===== src/rtl/i2c_cmd_sequencer.sv =====
`default_nettype none
// i2c_cmd_sequencer: buffers host I2C commands in a FIFO, issues them one at a time
// to the master driver over start/busy, and returns one response per command.
module i2c_cmd_sequencer #(
  parameter int DEPTH       = 4,
  parameter int TIMEOUT_CYC = 65535
) (
  input  logic                   clk,
  input  logic                   rst_n,
  input  logic                   cmd_valid,
  output logic                   cmd_ready,
  input  logic                   cmd_rw,
  input  logic [6:0]             cmd_addr,
  input  logic [7:0]             cmd_wdata,
  output logic                   rsp_valid,
  input  logic                   rsp_ready,
  output logic                   rsp_rw,
  output logic [7:0]             rsp_rdata,
  output logic                   rsp_timeout,
  output logic [$clog2(DEPTH):0] fifo_level,
  output logic                   drv_start,
  output logic                   drv_rw,
  output logic [6:0]             drv_addr,
  output logic [7:0]             drv_wdata,
  input  logic                   drv_busy,
  input  logic [7:0]             drv_rdata
);

  localparam int AW = $clog2(DEPTH);
  localparam int LW = AW + 1;
  localparam int CW = $clog2(TIMEOUT_CYC + 1);
  localparam logic [LW-1:0] FULL_LVL = LW'(DEPTH);
  localparam logic [CW-1:0] CNT_LAST = CW'(TIMEOUT_CYC - 1);

  typedef enum logic [1:0] {
    IDLE      = 2'd0,
    WAIT_BUSY = 2'd1,
    WAIT_DONE = 2'd2,
    RESPOND   = 2'd3
  } state_t;

  state_t          state_q;
  logic [CW-1:0]   cnt_q;
  logic [15:0]     mem_q [DEPTH];
  logic [AW-1:0]   wr_ptr_q, rd_ptr_q;
  logic [LW-1:0]   level_q, level_d;
  logic            cmd_ready_q;
  logic            push, pop;
  logic [15:0]     head;

  logic            rsp_valid_q, rsp_rw_q, rsp_timeout_q;
  logic [7:0]      rsp_rdata_q;
  logic            drv_start_q, drv_rw_q;
  logic [6:0]      drv_addr_q;
  logic [7:0]      drv_wdata_q;

  assign push    = cmd_valid && cmd_ready_q;
  // Issue needs an idle driver and no unaccepted response outstanding.
  assign pop     = (state_q == IDLE) && (level_q != '0) && !drv_busy && !rsp_valid_q;
  assign head    = mem_q[rd_ptr_q];
  assign level_d = level_q + LW'(push) - LW'(pop);

  always_ff @(posedge clk) begin
    if (push) begin
      mem_q[wr_ptr_q] <= {cmd_rw, cmd_addr, cmd_wdata};
    end
  end

  always_ff @(posedge clk or negedge rst_n) begin
    if (!rst_n) begin
      wr_ptr_q    <= '0;
      rd_ptr_q    <= '0;
      level_q     <= '0;
      cmd_ready_q <= 1'b1;
    end else begin
      if (push) wr_ptr_q <= wr_ptr_q + AW'(1);
      if (pop)  rd_ptr_q <= rd_ptr_q + AW'(1);
      level_q     <= level_d;
      // Registered from the next level, so a push can never land on a full FIFO.
      cmd_ready_q <= (level_d != FULL_LVL);
    end
  end

  always_ff @(posedge clk or negedge rst_n) begin
    if (!rst_n) begin
      state_q       <= IDLE;
      cnt_q         <= '0;
      drv_start_q   <= 1'b0;
      drv_rw_q      <= 1'b0;
      drv_addr_q    <= '0;
      drv_wdata_q   <= '0;
      rsp_valid_q   <= 1'b0;
      rsp_rw_q      <= 1'b0;
      rsp_rdata_q   <= '0;
      rsp_timeout_q <= 1'b0;
    end else begin
      case (state_q)
        IDLE: begin
          if (pop) begin
            drv_rw_q    <= head[15];
            drv_addr_q  <= head[14:8];
            drv_wdata_q <= head[7:0];
            drv_start_q <= 1'b1;
            cnt_q       <= '0;
            state_q     <= WAIT_BUSY;
          end
        end
        WAIT_BUSY: begin
          if (drv_busy) begin
            drv_start_q <= 1'b0;
            cnt_q       <= '0;
            state_q     <= WAIT_DONE;
          end else if (cnt_q == CNT_LAST) begin
            drv_start_q   <= 1'b0;
            rsp_valid_q   <= 1'b1;
            rsp_rw_q      <= drv_rw_q;
            rsp_rdata_q   <= '0;
            rsp_timeout_q <= 1'b1;
            state_q       <= RESPOND;
          end else begin
            cnt_q <= cnt_q + CW'(1);
          end
        end
        WAIT_DONE: begin
          if (!drv_busy) begin
            rsp_valid_q   <= 1'b1;
            rsp_rw_q      <= drv_rw_q;
            rsp_rdata_q   <= drv_rw_q ? drv_rdata : 8'h00;
            rsp_timeout_q <= 1'b0;
            state_q       <= RESPOND;
          end else if (cnt_q == CNT_LAST) begin
            rsp_valid_q   <= 1'b1;
            rsp_rw_q      <= drv_rw_q;
            rsp_rdata_q   <= '0;
            rsp_timeout_q <= 1'b1;
            state_q       <= RESPOND;
          end else begin
            cnt_q <= cnt_q + CW'(1);
          end
        end
        RESPOND: begin
          if (rsp_ready) begin
            rsp_valid_q <= 1'b0;
            state_q     <= IDLE;
          end
        end
        default: state_q <= IDLE;
      endcase
    end
  end

  assign cmd_ready   = cmd_ready_q;
  assign fifo_level  = level_q;
  assign rsp_valid   = rsp_valid_q;
  assign rsp_rw      = rsp_rw_q;
  assign rsp_rdata   = rsp_rdata_q;
  assign rsp_timeout = rsp_timeout_q;
  assign drv_start   = drv_start_q;
  assign drv_rw      = drv_rw_q;
  assign drv_addr    = drv_addr_q;
  assign drv_wdata   = drv_wdata_q;

endmodule
`default_nettype wire


===== config.mk =====
export PLATFORM = sky130hd
export DESIGN_NAME = i2c_cmd_sequencer
export DESIGN_NICKNAME = d
export VERILOG_FILES = /design/src/rtl/i2c_cmd_sequencer.sv
export SDC_FILE = /design/constraint.sdc
export NUM_CORES = 1
export LEC_CHECK = 0
export ABC_AREA = 1
export CAP_MARGIN = 40
export CELL_PAD_IN_SITES_DETAIL_PLACEMENT = 0
export CELL_PAD_IN_SITES_GLOBAL_PLACEMENT = 1
export CORE_AREA = 2 2 123 101
export CTS_CLUSTER_SIZE = 14
export DETAILED_ROUTE_END_ITERATION = 8
export DIE_AREA = 0 0 125 103
export PLACE_DENSITY = 0.87
export SYNTH_ARGS = -nofsm -noshare
export SYNTH_HDL_FRONTEND = slang
export SYNTH_SLANG_ARGS = --single-unit

===== constraint.sdc =====
create_clock -name clk -period 4.9 [get_ports clk]
set_input_delay 0.98 -clock clk [delete_from_list [all_inputs] [get_ports clk]]
set_output_delay 0.98 -clock clk [all_outputs]
set_load 0.05 [all_outputs]

==> summary.txt, run 1 <==
Run
  • Max-capacitance violation count: 0

Routing
  • Post-Route WL: about 12000 µm
  • DRC viols: 0
  • Drt via density: 4.982
  • Drt first pass iters: 4
  • Vias: around 4000
  • Initial DRC Count: about 250
  • Antenna Nets Post-Route: 0
  • Average routed wire per standard cell: between 10 and 15 µm

Clocking
  • CTS tree: done
  • Post_cts resized: 0
  • Hold_buf cts: 0
  • Root buf cell: clkbuf_16
  • CTS Buffer Depth: 2
  • Clock latency on the worst-skew pair: 0.41 ns
  • Setup Buffers After CTS: 0
  • Clock slew at reported path FFs: around 0.05 ns
  • CTS Buf Count: 17
  • H-tree levels: 4
  • Clk sinks: approximately 120

Critical path
  • Worst r2r src: state_q[1]
  • Slowest CP cell: clkdlybuf4s50_1
  • Slowest stage delay, CP: between 0.4 and 0.5 ns
  • Worst Path Arrival: between 3 and 4 ns
  • CP Cell Sequence: clkdlybuf4s50_1, nor2_1, nand3_2, inv_2, ha_1, inv_1, ha_1, inv_1, fa_1, xnor2_1, xnor2_1, nand2_1
  • CP Capture Type: register
  • Critical Path Fanout Max: 20
  • Reg2reg setup slack: around 1.7 ns
  • CP Buf/Inv Count: 4
  • Worst Setup Path Type: in -> reg
  • Delay-heaviest family, CP: buffers and inverters
  • FF-to-FF path depth: 12
  • R2R Path End: cmd_ready
  • CP required: 5.23 ns
  • Startpoint Class: primary input

Floorplan
  • Die area: roughly 0.013 mm²
  • Row cnt: 36
  • Core box area: about 0.012 mm²
  • IO Count: just over 60
  • Initial core utilization: 0.4547
  • Chip width: roughly 130 µm
  • Die H: roughly 100 µm

STA
  • Period utilisation layout: 0.7368
  • Hold Violations, Final: 0
  • Setup TNS: 0 ns
  • Hold Worst Slack: 0.4800 ns
  • Least-Margin Pin Slew: 0.7221 ns
  • Post-Route Skew: 0.01024 ns
  • RSZ-0062 raised after global routing: false
  • # setup viols final: 0
  • Slew headroom: 0.5186
  • Min Clock Period, post-route: between 3 and 4 ns
  • Fmax: roughly 280 MHz
  • Count of final max-slew check failures: 0

Global route
  • Initial antenna violation count: 0
  • Global-route wire length before repair: between 15000 and 20000 µm
  • Pin count of the biggest net entering global routing: 55
  • GRT Overall Usage: 0.1940
  • Number of global-route vias before repair: 3964
  • Global route overflow: 0

Pwr
  • Peak supply drop: around 0.43 mV
  • Net Sw Power: 0.001719 W
  • Combinational Power Share: 0.381
  • Switch share: 0.3865
  • Internal power: 0.002729 W
  • Clk pwr share: 0.286
  • Sequential power share: 0.332
  • Total power divided by cell area: approximately 660 mW/mm²
  • Pleak: just under 3 nW
  • Total Power: approximately 0.0044 W

Min path
  • Worst hold endpoint: drv_wdata[6]
  • Origin of the worst min-delay path: drv_wdata[6]
  • Min-delay worst type: reg -> reg
  • Hold Path Depth: 2

Logic synthesis
  • Post-Syn Instances: around 560
  • Post-synthesis sequential area ratio: 0.6102
  • Yosys warnings: 0
  • Syn Area/Cell: 9.600 µm²
  • Synth cell types: 30
  • Cell Area, Synth: 0.005366 mm²
  • Mapped Nets: 602
  • Synth Register Bits: ~120

Layout
  • Share of layout cells above drive strength 1: 0.1078
  • NumNets Final: 670
  • Antenna cells: 0
  • Layout area overhead: 25.20%

Placement
  • Gpl congestion: approximately 0.84
  • DP HPWL: roughly 7300 µm
  • Port Buf Inserts: 60

Outcome
  • Status: completed
==> cell type report <==
type / count / area [µm²]
inverters: 42 / 157.7
fillers: 1006 / 5082
clock buffers: 21 / 450.4
repair buffers: 68 / 678.2
flip-flops and latches: 118 / 3274
well taps: 152 / 190.2
clock inverters: 11 / 155.1
multi-input cells: 380 / 1813
==> sequential cells by signal (all words and copies together), names as in the netlist <==
name / count
mem_q: 64
cnt_q: 16
drv_wdata: 8
rsp_rdata: 8
drv_addr: 7
fifo_level: 3
rd_ptr_q: 2
state_q: 2
wr_ptr_q: 2
cmd_ready: 1
drv_rw: 1
drv_start: 1
rsp_rw: 1
rsp_timeout: 1
rsp_valid: 1
==> how the worst max path moves through the flow <==
stage | startpoint | to | slack (ns) | cells after the start
2_1_floorplan | drv_busy | cmd_ready | 2.01 | 13
3_3_place_gp | drv_busy | cmd_ready | 1.03 | 12
3_5_place_dp | drv_busy | cmd_ready | 0.91 | 12
4_1_cts | drv_busy | cmd_ready | 1.28 | 12
5_1_grt | drv_busy | cmd_ready | 1.08 | 12
6_report | drv_busy | cmd_ready | 1.29 | 12
==> routing by layer <==
metal  track usage  up-vias  share of wire
met5             0        -              0
met4       0.08120        0          0.017
met3       0.04670       21          0.048
met2        0.3286       92           0.48
met1        0.2436     1878           0.45
li1              -     1955              -
==> synthesized netlist by cell type <==
library cell,number,share of area
nand2_1,168,0.12
nor2_1,99,0.069
edfxtp_1,64,0.36
dfrtp_1,53,0.25
inv_1,32,0.022
nand3_1,23,0.021
o21ai_0,20,0.019
nand2_2,19,0.022
o32ai_1,16,0.026
ha_1,13,0.030
inv_2,9,0.0063
clkbuf_1,8,0.0056
a21oi_1,5,0.0047
buf_2,4,0.0037
buf_6,4,0.0084
nor2_2,4,0.0047
xor2_1,3,0.0049
nand4_1,2,0.0023
xnor2_1,2,0.0033
a211oi_1,1,0.0014
a21oi_4,1,0.0030
buf_4,1,0.0014
clkbuf_2,1,0.00093
clkbuf_8,1,0.0026
clkinv_1,1,0.00070
dfstp_2,1,0.0049
fa_1,1,0.0037
nand3_2,1,0.0019
nor4_1,1,0.0012
o21bai_1,1,0.0014
==> logic make-up (layout without fill, tap and decap cells) <==
family          after synthesis  count (layout)  share of synthesized area
flops                       118             118                     0.6102
buf+inv                      61             142                    0.05199
compound gates               44              44                    0.05526
simple gates                317             317                     0.2404
fa+ha+maj                    14              14                    0.03404
xor+xnor                      5               5                   0.008162
==> worst register-to-register path: stages (launching register included) <==
cell     delay [ns]
dfrtp_1        0.40
inv_1          0.12
ha_1           0.29
nand3_2        0.46
inv_2          0.50
ha_1           0.31
inv_1          0.06
ha_1           0.14
inv_1          0.05
fa_1           0.38
xnor2_1        0.18
xnor2_1        0.16
nand2_1        0.08
==> layout by cell type (no fill, tap or decap), drive strengths merged <==
master | synthesis | layout
a211oi | 1 | 1
a21oi | 6 | 6
buf | 9 | 9
bufinv | 0 | 4
clkbuf | 10 | 21
clkdlybuf4s50 | 0 | 59
clkinv | 1 | 6
clkinvlp | 0 | 2
dfrtp | 53 | 53
dfstp | 1 | 1
edfxtp | 64 | 64
fa | 1 | 1
ha | 13 | 13
inv | 41 | 41
nand2 | 187 | 187
nand3 | 24 | 24
nand4 | 2 | 2
nor2 | 103 | 103
nor4 | 1 | 1
o21ai | 20 | 20
o21bai | 1 | 1
o32ai | 16 | 16
xnor2 | 2 | 2
xor2 | 3 | 3
==> per-stage QoR <==
stage	utilization	instances	setup slack (ns)	cell area [µm²]
after global placement	0.5142	757	1.027	6068
after global routing	0.5693	792	1.077	6719
after detailed placement	0.5180	760	0.9086	6113
after CTS	0.5693	792	1.280	6719
final	0.5693	792	1.290	6719
after floorplan	-	559	2.007	5366
==> power groups by stage <==
stage	Sequential, W	Clock [W]	Combinational [W]
after global routing	0.00152	0.00134	0.00185
after global placement	0.00152	0	0.00156
after floorplan	0.00183	0	0.000833
after CTS	0.00148	0.00129	0.00171
after detailed placement	0.00150	0	0.00168
final	0.00148	0.00127	0.00170
No activity file was read; power rests on OpenSTA's default activity.
==> run 2: changes to the inputs <==
Settings changed: CORE_AREA 2 2 123 101 to 2 2 128 105, DIE_AREA 0 0 125 103 to 0 0 130 107, PLACE_DENSITY 0.87 to 0.81.
Clock period 4.9 ns to 3.6 ns, I/O delays scaled along.
==> run 2 against run 1 <==
Against the previous run:
- routed wire length down 2.2%
- power up 33%
- global-route usage down 1.5 points
- clock power up 28%
- critical path type is now reg -> out
- largest cell class unchanged
==> summary.txt, run 2 (same netlist as run 1, synthesis figures left out) <==
Layout
  • Layout fillers: 1130 (+12%)
  • Seq. cell area: 0.003274 mm² (unchanged)
  • Most frequent cells in the layout: nand2_1, nor2_1, edfxtp_1
  • Most flop-heavy register: mem_q
  • Antenna cells: 0 (unchanged)
  • Most common cell after layout, fill and taps aside: nand2_1
  • Area occupied by multi-input gates: 0.001813 mm² (unchanged)
  • Share of layout cells above drive strength 1: 0.1137 (+0.005895)
  • Registers with the most flip-flops: mem_q (64), cnt_q (16)
  • Finished Cell Area: 0.006720 mm² (about the same)
  • Layout area overhead: 25.23% (about the same)
  • Largest register FFs: 64 (unchanged)
  • NumNets Final: 673 (+0.45%)

STA
  • Post-Route Skew: 0.005991 ns (-0.004252 ns)
  • Period utilisation layout: 0.7208
  • Least-Margin Pin Slew: 0.7624 ns (+0.04025 ns)
  • Slew headroom: 0.4918 (-0.02684)
  • RSZ-0062 raised after global routing: false
  • Fmax: 385.4 MHz
  • Count of final max-slew check failures: 0 (unchanged)
  • # setup viols final: 0 (unchanged)
  • Hold Violations, Final: 0 (unchanged)
  • Min Clock Period, post-route: between 2 and 3 ns
  • Setup TNS: 0 ns (unchanged)

Routing
  • Post-Route WL: 11240 µm (-2.2%)
  • Vias: 3903 (-1.1%)
  • Initial DRC Count: 237 (-4.8%)
  • DRC viols: 0 (unchanged)
  • Average routed wire per standard cell: 13.76 µm (-5.2%)
  • Antenna Nets Post-Route: 0 (unchanged)
  • Drt first pass iters: 4 (unchanged)
  • Drt via density: 4.777 (-4.1%)

Critical path
  • Delay-heaviest family, CP: buffers and inverters
  • Slowest stage delay, CP: 0.89 ns (+0.40 ns)
  • Worst setup path startpoint: drv_rw
  • CP Buf/Inv Count: 1 (-3)
  • Critical Path Fanout Max: 11 (-45%)
  • CP Cell Sequence: clkdlybuf4s50_1
  • Reg2reg setup slack: 1.29 ns (-0.41 ns)
  • Worst Path Arrival: 1.87 ns (-2.07 ns)
  • CP Capture Type: primary output
  • CP required: 2.88 ns (-2.35 ns)
  • Worst Setup Path Type: reg -> out
  • Worst r2r src: state_q[0]
  • Slowest CP cell: clkdlybuf4s50_1
  • Startpoint Class: register

Clocking
  • H-tree levels: 4 (unchanged)
  • CTS Buf Count: 17 (unchanged)
  • Hold_buf cts: 0 (unchanged)
  • Root buf cell: clkbuf_16
  • Clk sinks: 118 (unchanged)
  • CTS Buffer Depth: 2 (unchanged)
  • CTS tree: done
  • Setup Buffers After CTS: 0 (unchanged)
  • Clock slew at reported path FFs: 0.05 ns (about the same)
  • Post_cts resized: 0 (unchanged)
  • Clock latency on the worst-skew pair: 0.40 ns (about the same)

Global route
  • Pin count of the biggest net entering global routing: 33 (-40%)
  • Global route overflow: 0 (unchanged)
  • Global-route wire length before repair: 18860 µm (-3.5%)
  • Initial antenna violation count: 0 (unchanged)
  • GRT Overall Usage: 0.1790 (-0.01500)
  • Number of global-route vias before repair: 3806 (-4.0%)

Floorplan
  • Initial core utilization: 0.4246 (-0.03012)
  • IO Count: 61 (unchanged)
  • Die area: 0.01391 mm² (+8.0%)
  • Die H: 107 µm (+3.9%)
  • Core box area: 0.01264 mm² (+7.1%)
  • Row cnt: 37 (+2.8%)
  • Chip width: 130 µm (+4.0%)

Pwr
  • Pleak: 2.925 nW (about the same)
  • Peak supply drop: 0.5776 mV (+35%)
  • Clk pwr share: 0.273 (-0.013)
  • Total power divided by cell area: 881.7 mW/mm² (+33%)
  • Sequential power share: 0.339 (+0.007)
  • Internal power: 0.003621 W (+33%)
  • Switch share: 0.3889 (+0.002324)
  • Combinational Power Share: 0.387 (+0.006)
  • Net Sw Power: 0.002304 W (+34%)

Placement
  • Port Buf Inserts: 60 (unchanged)
  • DP HPWL: 7590 µm (+4.5%)
  • Gpl congestion: 0.8291 (-0.99%)
  • Area after DPL: 0.006150 mm² (+0.59%)

Outcome
  • Status: completed

Run
  • Max-capacitance violation count: 0 (unchanged)

Min path
  • Min-delay worst type: in -> async
-- run 2: changes by cell type in the layout (fill, tap and decap cells not counted) --
cell,delta
clkinv_2,+3
clkinv_1,-2
buf_4,+5
bufinv_16,-1
clkinv_4,+1
clkbuf_8,-1
clkinvlp_4,-1
buf_8,-2
-- run 2: final timing paths --
check	depth (start not counted)	endpoint
max in group asynchronous	2	cmd_ready
worst max-delay path	1	drv_rw
worst min register to register	2	drv_wdata[6]
worst max register to register	12	cmd_ready
min in group clk	2	drv_wdata[6]
worst min-delay path	1	cnt_q[15]
-- run 2: final cells by class --
cell class	count	area share
clock inverter	11	0.01992
tap	175	0.03258
timing repair buffer	71	0.1020
multi-input combinational	380	0.2698
inverter	42	0.02346
sequential	118	0.4872
clock buffer	20	0.06498
-- run 2: metrics by stage --
step,std cells,setup WS (ns),hold slack (ns),utilization,power (W)
final,817,1.005,0.3862,0.5317,0.005925
after global routing,817,0.9083,0.4342,0.5317,0.006298
after CTS,817,0.9592,0.4014,0.5317,0.005985
after detailed placement,786,0.7128,0.4693,0.4866,0.004340
after global placement,785,0.7545,0.4676,0.4854,0.004278
after floorplan,559,0.9668,0.4244,-,0.003630
-- run 2: metal layers --
layer	vias up	share of wire	track usage
met5	-	0	0
met4	0	0.013	0.05376
met3	16	0.042	0.05589
met2	68	0.46	0.2749
met1	1859	0.49	0.2445
li1	1960	-	-
-- run 2: power groups by stage --
stage | combinational (W) | sequential (W) | clock (W)
floorplan | 0.00113 | 0.00250 | 0
global placement | 0.00223 | 0.00205 | 0
detailed placement | 0.00231 | 0.00203 | 0
CTS | 0.00232 | 0.00201 | 0.00165
global route | 0.00253 | 0.00206 | 0.00171
finish | 0.00230 | 0.00201 | 0.00162
==> run 3: changes to the inputs <==
Clock period 3.6 ns to 2.6 ns, I/O delays scaled along.
==> run 3 against run 2 <==
Against the previous run:
- clock power increased by 48%
- largest cell class unchanged
- highest routed layer unchanged
- design area is 0.91% higher
- setup slack lost 0.84 ns
==> summary.txt, run 3 (same netlist as run 1, synthesis figures left out) <==
Layout
  • Share of layout cells above drive strength 1: 0.1225 (+0.008773)
  • NumNets Final: 675 (+0.30%)
  • Most frequent cells in the layout: nand2_1, nor2_1, edfxtp_1
  • Most flop-heavy register: mem_q
  • Filler-free cell count of the finished design: 820 (+0.37%)
  • Most common cell after layout, fill and taps aside: nand2_1
  • Final Util: 0.5366 (+0.004851)
  • Antenna cells: 0 (unchanged)
  • Layout area overhead: 26.37%
  • Registers with the most flip-flops: mem_q (64), cnt_q (16)
  • Largest register FFs: 64 (unchanged)

Placement
  • Number of cells after detailed placement: 788 (+0.25%)
  • DP HPWL: 7459 µm (-1.7%)
  • Port Buf Inserts: 60 (unchanged)
  • Gpl congestion: 0.8286 (about the same)

Critical path
  • Worst Path Arrival: 1.91 ns (+0.04 ns)
  • Slowest CP cell: clkdlybuf4s50_1
  • Slowest stage delay, CP: 0.89 ns (about the same)
  • Worst Setup Path Type: reg -> out
  • Startpoint Class: register
  • CP required: 2.08 ns (-0.80 ns)
  • Delay-heaviest family, CP: buffers and inverters
  • CP Cell Sequence: clkdlybuf4s50_1
  • CP Capture Type: primary output
  • CP Buf/Inv Count: 1 (unchanged)
  • Critical Path Fanout Max: 11 (unchanged)
  • Reg2reg setup slack: 0.28 ns (-1.01 ns)

Floorplan
  • Initial core utilization: 0.4246 (unchanged)
  • Row cnt: 37 (unchanged)
  • Chip width: 130 µm (unchanged)
  • Die H: 107 µm (unchanged)
  • Core box area: 0.01264 mm² (unchanged)
  • Die area: 0.01391 mm² (unchanged)
  • IO Count: 61 (unchanged)

Global route
  • Number of global-route vias before repair: 3931 (+3.3%)
  • Pin count of the biggest net entering global routing: 34 (+3.0%)
  • Global-route wire length before repair: 19350 µm (+2.6%)
  • Global route overflow: 0 (unchanged)
  • GRT Overall Usage: 0.1827 (+0.003755)
  • Initial antenna violation count: 0 (unchanged)

STA
  • Hold Worst Slack: 0.1414 ns (-0.2448 ns)
  • RSZ-0062 raised after global routing: false
  • Post-Route Skew: 0.006575 ns (+0.0005844 ns)
  • Hold Violations, Final: 0 (unchanged)
  • Count of final max-slew check failures: 0 (unchanged)
  • Setup TNS: 0 ns (unchanged)
  • Fmax: slightly above 400 MHz
  • Min Clock Period, post-route: 2.431 ns
  • Period utilisation layout: 0.9348
  • Slew headroom: 0.5724 (+0.08065)
  • Least-Margin Pin Slew: 0.6414 ns (-0.1210 ns)
  • # setup viols final: 0 (unchanged)

Pwr
  • Sequential power share: 0.328 (-0.011)
  • Peak supply drop: 0.8252 mV (+43%)
  • Total power divided by cell area: 1232 mW/mm² (+40%)
  • Pleak: 2.945 nW (+0.67%)
  • Clk pwr share: 0.288 (+0.015)
  • Net Sw Power: 0.003236 W (+40%)
  • Combinational Power Share: 0.384 (-0.003)
  • Internal power: 0.005122 W (+41%)
  • Switch share: 0.3871 (-0.001711)

Clocking
  • Root buf cell: clkbuf_16
  • CTS Buffer Depth: 2 (unchanged)
  • Hold_buf cts: 0 (unchanged)
  • Setup Buffers After CTS: 0 (unchanged)
  • CTS Buf Count: 17 (unchanged)
  • Post_cts resized: 0 (unchanged)
  • H-tree levels: 4 (unchanged)
  • Clock slew at reported path FFs: 0.05 ns (about the same)
  • Clock latency on the worst-skew pair: 0.40 ns (about the same)
  • Clk sinks: 118 (unchanged)
  • CTS tree: done

Routing
  • Vias: 3938 (+0.90%)
  • Drt first pass iters: 4 (unchanged)
  • DRC viols: 0 (unchanged)
  • Post-Route WL: 11560 µm (+2.8%)
  • Initial DRC Count: 321 (+35%)
  • Average routed wire per standard cell: 14.10 µm (+2.4%)
  • Antenna Nets Post-Route: 0 (unchanged)
  • Drt via density: 4.802 (+0.53%)

Run
  • Max-capacitance violation count: 0 (unchanged)

Outcome
  • Status: completed

Min path
  • Min-delay worst type: in -> async
-- run 3: metal layers --
| metal | global-route usage | vias to the layer above | routed length [µm] |
|---|---|---|---|
| met2 | 0.2812 | 72 | 5356 |
| li1 | - | 1969 | - |
| met4 | 0.05069 | 0 | 46 |
| met1 | 0.2530 | 1895 | 5708 |
| met3 | 0.05339 | 2 | 447 |
| met5 | 0 | - | 0 |
-- run 3: final cells by class --
| type | instances | area, µm² |
|---|---|---|
| Clock inverter | 15 | 185.2 |
| Timing Repair Buffer | 73 | 705.7 |
| Inverter | 42 | 157.7 |
| Sequential cell | 118 | 3276 |
| Multi-Input combinational cell | 380 | 1813 |
| Fill cell | 1112 | 5857 |
| Tap cell | 175 | 219.0 |
| Clock buffer | 17 | 425.4 |
-- run 3: path summary, 6_finish.rpt --
kind / startpoint / end / depth (start not counted)
max: drv_rw / drv_rw / 1
min: rst_n / cnt_q[11] / 1
max reg2reg: state_q[1] / cmd_ready / 12
min reg2reg: drv_addr[3] / drv_addr[3] / 2
max in group asynchronous: rst_n / cmd_ready / 2
min in group clk: drv_addr[3] / drv_addr[3] / 2
-- run 3: metrics by stage --
stage / area (µm²) / worst slack, ns / total power (W)
3_5_place_dp: 6171 / -0.07407 / 0.006002
6_report: 6782 / 0.1695 / 0.008358
2_1_floorplan: 5368 / 0.03185 / 0.005029
5_1_grt: 6782 / 0.1082 / 0.008841
4_1_cts: 6782 / 0.1348 / 0.008444
3_3_place_gp: 6171 / 0.007267 / 0.005923
-- run 3: power by group through the flow --
stage / Sequential [W] / Combinational (W) / Clock (W)
detailed placement: 0.00278 / 0.00322 / 0
global placement: 0.00276 / 0.00316 / 0
CTS: 0.00275 / 0.00324 / 0.00245
finish: 0.00274 / 0.00321 / 0.00240
global route: 0.00280 / 0.00350 / 0.00253
floorplan: 0.00346 / 0.00157 / 0
